--- config.mk ---
export PLATFORM = sky130hd
export DESIGN_NAME = regfile_mp
export DESIGN_NICKNAME = d
export VERILOG_FILES = /design/src/rtl/regfile_mp_pkg.sv /design/src/rtl/regfile_byte_merge.sv /design/src/rtl/regfile_mp.sv
export SDC_FILE = /design/constraint.sdc
export NUM_CORES = 1
export LEC_CHECK = 0
export CORE_ASPECT_RATIO = 0.75
export CORE_UTILIZATION = 40
export DETAILED_ROUTE_END_ITERATION = 8
export GPL_TIMING_DRIVEN = 0
export SLEW_MARGIN = 20
export SYNTH_ARGS = -nofsm -noshare
export SYNTH_HDL_FRONTEND = slang
export SYNTH_SLANG_ARGS = --single-unit
--- constraint.sdc ---
create_clock -name clk -period 7.85 [get_ports clk]
set_input_delay 1.1775 -clock clk [delete_from_list [all_inputs] [get_ports clk]]
set_output_delay 1.1775 -clock clk [all_outputs]
set_load 0.01 [all_outputs]
--- src/rtl/regfile_mp_pkg.sv ---
// Shared constants and FSM encoding for the multi-port register file.
package regfile_mp_pkg;

  // Width of one byte lane; data width must be a multiple of this.
  localparam int BYTE_W         = 8;

  // Default geometry of the register file.
  localparam int DEF_ADDR_WIDTH = 4;
  localparam int DEF_DATA_WIDTH = 32;
  localparam int DEF_NRD        = 2;

  // Width of the state encoding below.
  localparam int STATE_W        = 1;

  // CLEAR sweeps the array to zero after reset; RUN is normal operation.
  typedef enum logic [STATE_W-1:0] {
    ST_CLEAR = 1'b0,
    ST_RUN   = 1'b1
  } rf_state_e;

endpackage

--- src/rtl/regfile_byte_merge.sv ---
// Combinational per-byte merge of an old word with two write words.
// Port 1 wins on bytes enabled by both ports.
module regfile_byte_merge
  import regfile_mp_pkg::*;
#(
  parameter int DATA_WIDTH = DEF_DATA_WIDTH,
  parameter int NBYTE      = DATA_WIDTH / BYTE_W
) (
  input  logic [DATA_WIDTH-1:0] old_i,
  input  logic [DATA_WIDTH-1:0] wd0_i,
  input  logic [NBYTE-1:0]      be0_i,
  input  logic [DATA_WIDTH-1:0] wd1_i,
  input  logic [NBYTE-1:0]      be1_i,
  output logic [DATA_WIDTH-1:0] merged_o
);

  // Apply port 0 then port 1 per byte so port 1 overrides on overlap.
  always_comb begin
    merged_o = old_i;
    for (int b = 0; b < NBYTE; b++) begin
      if (be0_i[b]) merged_o[b*BYTE_W +: BYTE_W] = wd0_i[b*BYTE_W +: BYTE_W];
      if (be1_i[b]) merged_o[b*BYTE_W +: BYTE_W] = wd1_i[b*BYTE_W +: BYTE_W];
    end
  end

endmodule

--- src/rtl/regfile_mp.sv ---
// Multi-read, dual-write register file with byte enables, write-first
// registered reads, a post-reset clear sweep, and one address diverted
// to a PC write strobe instead of the array.
//
// Handshake: there is no valid/ready flow control on the ports. ready is
// a level: while low, writes are dropped and reads return zero; once high
// it stays high until the next reset, and every write is accepted on the
// edge where its enable is sampled.
module regfile_mp
  import regfile_mp_pkg::*;
#(
  parameter int ADDR_WIDTH = DEF_ADDR_WIDTH,
  parameter int DATA_WIDTH = DEF_DATA_WIDTH,
  parameter int NRD        = DEF_NRD,
  parameter int PC_ADDR    = (1 << ADDR_WIDTH) - 1
) (
  input  logic                           clk,
  input  logic                           reset,
  input  logic [NRD*ADDR_WIDTH-1:0]      rd_addr,
  output logic [NRD*DATA_WIDTH-1:0]      rd_data,
  input  logic                           we0,
  input  logic [ADDR_WIDTH-1:0]          wa0,
  input  logic [DATA_WIDTH-1:0]          wd0,
  input  logic [DATA_WIDTH/BYTE_W-1:0]   wbe0,
  input  logic                           we1,
  input  logic [ADDR_WIDTH-1:0]          wa1,
  input  logic [DATA_WIDTH-1:0]          wd1,
  input  logic [DATA_WIDTH/BYTE_W-1:0]   wbe1,
  output logic                           pc_we,
  output logic [DATA_WIDTH-1:0]          pc_wd,
  output logic                           ready,
  output rf_state_e                      dbg_state_o
);

  localparam int                    DEPTH = 1 << ADDR_WIDTH;
  localparam int                    NBYTE = DATA_WIDTH / BYTE_W;
  localparam logic [ADDR_WIDTH-1:0] PC_A  = ADDR_WIDTH'(PC_ADDR);
  localparam logic [ADDR_WIDTH-1:0] LAST  = ADDR_WIDTH'(DEPTH - 1);

  rf_state_e                state_q, state_d;
  logic [ADDR_WIDTH-1:0]    cnt_q, cnt_d;
  logic [DATA_WIDTH-1:0]    mem_q [DEPTH];
  logic [NRD*DATA_WIDTH-1:0] rd_data_q, rd_data_d;
  logic                     pc_we_q, pc_we_d;
  logic [DATA_WIDTH-1:0]    pc_wd_q, pc_wd_d;

  logic                     run;
  logic                     w0_act, w1_act, pc_hit0, pc_hit1;
  logic [NBYTE-1:0]         wbe0_eff, wbe1_eff;
  logic [NBYTE-1:0]         wp0_be1, wp1_be0;
  logic [DATA_WIDTH-1:0]    wmerge0, wmerge1;

  assign run         = (state_q == ST_RUN);
  assign ready       = run;
  assign dbg_state_o = state_q;
  assign rd_data     = rd_data_q;
  assign pc_we       = pc_we_q;
  assign pc_wd       = pc_wd_q;

  // Array writes are live only in RUN and never for the PC address.
  assign w0_act   = run && we0 && (wa0 != PC_A);
  assign w1_act   = run && we1 && (wa1 != PC_A);
  assign pc_hit0  = run && we0 && (wa0 == PC_A);
  assign pc_hit1  = run && we1 && (wa1 == PC_A);
  assign wbe0_eff = w0_act ? wbe0 : '0;
  assign wbe1_eff = w1_act ? wbe1 : '0;

  // Each write path folds in the other port's bytes when addresses match,
  // so both paths produce the same merged word on a shared address.
  assign wp0_be1 = (wa1 == wa0) ? wbe1_eff : '0;
  assign wp1_be0 = (wa0 == wa1) ? wbe0_eff : '0;

  regfile_byte_merge #(.DATA_WIDTH(DATA_WIDTH), .NBYTE(NBYTE)) u_wmerge0 (
    .old_i    (mem_q[wa0]),
    .wd0_i    (wd0),
    .be0_i    (wbe0_eff),
    .wd1_i    (wd1),
    .be1_i    (wp0_be1),
    .merged_o (wmerge0)
  );

  regfile_byte_merge #(.DATA_WIDTH(DATA_WIDTH), .NBYTE(NBYTE)) u_wmerge1 (
    .old_i    (mem_q[wa1]),
    .wd0_i    (wd0),
    .be0_i    (wp1_be0),
    .wd1_i    (wd1),
    .be1_i    (wbe1_eff),
    .merged_o (wmerge1)
  );

  // Per read port: write-first bypass through its own merge instance.
  for (genvar k = 0; k < NRD; k++) begin : g_rd
    logic [ADDR_WIDTH-1:0] ra;
    logic [NBYTE-1:0]      rbe0, rbe1;
    logic [DATA_WIDTH-1:0] rmerge;

    assign ra   = rd_addr[k*ADDR_WIDTH +: ADDR_WIDTH];
    assign rbe0 = (wa0 == ra) ? wbe0_eff : '0;
    assign rbe1 = (wa1 == ra) ? wbe1_eff : '0;

    regfile_byte_merge #(.DATA_WIDTH(DATA_WIDTH), .NBYTE(NBYTE)) u_rmerge (
      .old_i    (mem_q[ra]),
      .wd0_i    (wd0),
      .be0_i    (rbe0),
      .wd1_i    (wd1),
      .be1_i    (rbe1),
      .merged_o (rmerge)
    );

    assign rd_data_d[k*DATA_WIDTH +: DATA_WIDTH] =
      (run && (ra != PC_A)) ? rmerge : '0;
  end

  // PC strobe: port 1 wins when both ports target the PC address.
  always_comb begin
    pc_we_d = pc_hit0 || pc_hit1;
    pc_wd_d = pc_wd_q;
    if (pc_hit1)      pc_wd_d = wd1;
    else if (pc_hit0) pc_wd_d = wd0;
  end

  // Next-state logic: CLEAR walks every address once, then RUN forever.
  always_comb begin
    state_d = state_q;
    cnt_d   = cnt_q;
    if (state_q == ST_CLEAR) begin
      cnt_d = cnt_q + 1'b1;
      if (cnt_q == LAST) state_d = ST_RUN;
    end
  end

  // State, counter and output registers with synchronous reset.
  always_ff @(posedge clk) begin
    if (reset) begin
      state_q   <= ST_CLEAR;
      cnt_q     <= '0;
      rd_data_q <= '0;
      pc_we_q   <= 1'b0;
      pc_wd_q   <= '0;
    end else begin
      state_q   <= state_d;
      cnt_q     <= cnt_d;
      rd_data_q <= rd_data_d;
      pc_we_q   <= pc_we_d;
      pc_wd_q   <= pc_wd_d;
    end
  end

  // Array storage: zeroed by the CLEAR sweep only, otherwise byte writes.
  always_ff @(posedge clk) begin
    if (!reset) begin
      if (state_q == ST_CLEAR) begin
        mem_q[cnt_q] <= '0;
      end else begin
        if (w0_act) mem_q[wa0] <= wmerge0;
        if (w1_act) mem_q[wa1] <= wmerge1;
      end
    end
  end

endmodule

==> out/results.ini, run 1 <==
[final_layout]
final_nets = 3305
utilization = 0.469
diodes = 0
finish.instance_area_sq_um = 42400
syn2layout_area_growth_pct = 15.2
layout-drive-gt1-share = 0.188

[grt]
met2_usage = 0.465
grt_util_met3 = 0.0958
grt_usage = 0.328
busiest_layer = met1
grt_start_max_net_pins = 14
first_global_vias = 27800
met1_usage = 0.474
globalRouteOverflowTotal = 0
grt_pass1_wl_mm = 214
grt_antenna_before_repair = 5

[sta]
worst_pin_slew_ns = 1.28
final-hold-violation-count = 0
rsz0062_at_grt = no
skew_ns = 0.0272
fin_crit_ns = 4.65
post-route-period-util = 0.593
slew_viol_final = 0
relSlewSlack = 0.123
setup_ws_ns = 3.20
setup_tns_ns = 0
max_freq_mhz = 215
finalSetupViolCount = 0

[floorplan]
die-area_sq_um = 93200
row_count = 95
num_io_pins = 191
fp.coreArea_sq_um = 90300
start_util = 0.407
die_w_um = 352
die_h_um = 265

[critical_path]
worstPathCellList = clkdlybuf4s50_1 > nand2_1 > or4b_1 > buf_2 > a21oi_4 > buf_4 > mux2i_1 > o21ai_1
path_buf_inv = 3
setup.worst_path.class = in2reg
cp-end-kind = flip-flop
arrival_ns = 4.90
cp.required_ns = 8.09
cp_slowest_cell = mux2i_1
start_kind = input pin
critPathTopFamily = buffers and inverters
critPathMaxStageDelay_ns = 1.06
path_max_fanout = 10

[clock_tree]
cts-buffers-inserted = 69
cts-root-buf = clkbuf_16
tritoncts = done
clkSinkCount = 614
clk_pin_slew_ns = 0.06
cts_hold_buffers = 0
postCtsResizedCells = 0
clock_latency_ns = 0.65
cts-htree-levels = 3
postCtsSetupRepairBufs = 0
clk_path_buf_depth = 3

[run]
max-cap-violations = 0

[logic_synthesis]
synth_async_sr_flop_share = 0
synth_area_leaders = edfxtp_1, mux4_2, mux2i_1, nor2_1, dfxtp_1
synth_area_sq_um = 36800
synth-main-ff-cell = edfxtp_1
seq_area_frac_synth = 0.474
synth_area_leader_cell = edfxtp_1
yosysWarnings = 0
netlist_instances = 2980
synth-seq-cells = 614
synth-edff-count = 512
synth_nets = 3073
yosysUniqueCellTypes = 55
yosysTopAreaCellShare = 0.418
syn_avg_cell_area_sq_um = 12.3

[power]
irDropWorstVdd_uv = 144
power_w = 0.00775
power_density_nw_per_um2 = 183
leakagePower_nw = 14.4

[route]
antenna_left = 0
drc = 0
drt-initial-drc-count = 4841
vias = 29400
viasPerCell = 6.57
avgRoutedWirePerCell_um = 35.0
finalWirelength_mm = 157
dr.pass1.iters = 6

[placed_design]
gp_congestion = 1.04
hpwlAfterDp_mm = 114
io_buffers = 117
pre_cts_ws_ns = 2.75
postPlaceCellArea_sq_um = 39900

[hold_path]
min_path_type = reg2reg

[run_status]
status = completed

==> placed cells by master (no fill, tap or decap), drive strengths merged, types with 36 or more instances in the layout <==
cell type and instances:
o21ai 80, edfxtp 512, a21oi 166, mux2i 518, nand2 70, clkbuf 326
a221o 64, and2 36, mux4 256, clkdlybuf4s50 117, dfxtp 102, a22oi 134
buf 125, nor2 550
==> where the power goes <==
| group | internal, W | switching (W) |
|---|---|---|
| clock network | 0.00200 | 0.00146 |
| logic | 0.000242 | 0.000518 |
| registers | 0.00352 | 0.0000118 |
| total | 0.00576 | 0.00199 |
==> cells in the mapped netlist, types with 4 or more instances <==
master and n:
a21oi_1 125, nor2_1 549, buf_1 19, a21oi_2 32
a22oi_1 134, mux4_2 256, nor2b_1 8, nor3_2 9
a221o_1 64, nor3b_1 5, nand2b_1 9, and3_1 7
nand2_1 70, or2_2 5, clkbuf_1 217, o31a_1 4
edfxtp_1 512, xnor2_1 21, or3_1 4, o221ai_1 8
o21ai_0 53, nor3_1 16, o21ai_1 7, nand4_1 11
buf_2 58, a21oi_4 9, buf_4 8, nand3_1 8
o21ai_2 20, o21bai_1 4, inv_1 4, dfxtp_1 102
mux2i_1 518, a211oi_1 32, and2_1 36
==> registers in the layout (all words and copies together) (netlist names) <==
name / count
cnt_q: 4
dbg_state_o: 1
rd_data: 64
pc_we: 1
mem_q: 512
pc_wd: 32
==> path summary, 6_finish.rpt <==
check | slack [ns] | to | from | depth (start not counted)
max | 3.20 | mem_q[3][21] | we0 | 8
min | 0.56 | pc_wd[4] | pc_wd[4] | 2
max reg2reg | 3.69 | mem_q[3][21] | dbg_state_o | 8
min reg2reg | 0.56 | pc_wd[4] | pc_wd[4] | 2
==> worst register-to-register path, stage by stage (launching register included) <==
cell	delay (ns)
dfxtp_1	0.38
buf_2	0.23
nand2_1	0.12
or4b_1	0.52
buf_2	0.21
a21oi_4	0.28
buf_4	0.35
mux2i_1	1.07
o21ai_1	0.61
==> routing by layer <==
| metal | routed length, um | part of all wire | vias to the layer above |
|---|---|---|---|
| met5 | 27 | 0.00017 | - |
| met4 | 6250 | 0.040 | 4 |
| met3 | 20200 | 0.13 | 365 |
| met2 | 64500 | 0.41 | 2258 |
| met1 | 65600 | 0.42 | 14900 |
| li1 | - | - | 12000 |
==> stage by stage <==
stage,hold WS [ns],instances
2_1_floorplan,0.566,2980
3_3_place_gp,0.540,4309
3_5_place_dp,0.542,4346
4_1_cts,0.558,4473
5_1_grt,0.569,4480
6_report,0.555,4480
==> cell type report <==
type,instances,area [sq um]
Timing Repair Buffer,161,1510
Fill cell,8252,48000
Clock buffer,100,2140
Multi-Input combinational cell,2055,18200
Buffer,307,1280
Clock inverter,27,239
Inverter,4,15.0
Tap cell,1212,1520
Sequential cell,614,17400
==> cell families after synthesis <==
group / synth area share
flip-flops: 0.474
AND/OR/NAND/NOR: 0.0875
XOR/XNOR: 0.00548
multiplexers: 0.298
adder cells (fa/ha/maj): 0.000340
buffers and inverters: 0.0350
AO/OA/AOI/OAI: 0.100
Note: power is estimated with default switching activity, not from simulation.
==> run 2: changes to the inputs <==
Clock period 7.85 ns to 4.65 ns, I/O delays scaled along.
==> results of run 2 <==
Same layout as run 1 (identical final DEF). Status: completed.
Among the figures that moved: setup slack after placement 2.75 ns -> 0.0311 ns; setup slack after layout 3.20 ns -> 0.476 ns; hold slack 0.555 ns -> 0.505 ns; register-to-register setup slack 3.69 ns -> 0.49 ns; end point of the worst hold path pc_wd[4] -> pc_wd[7]; total power 0.00775 W -> 0.0131 W; worst IR drop on VDD 144 uV -> 242 uV
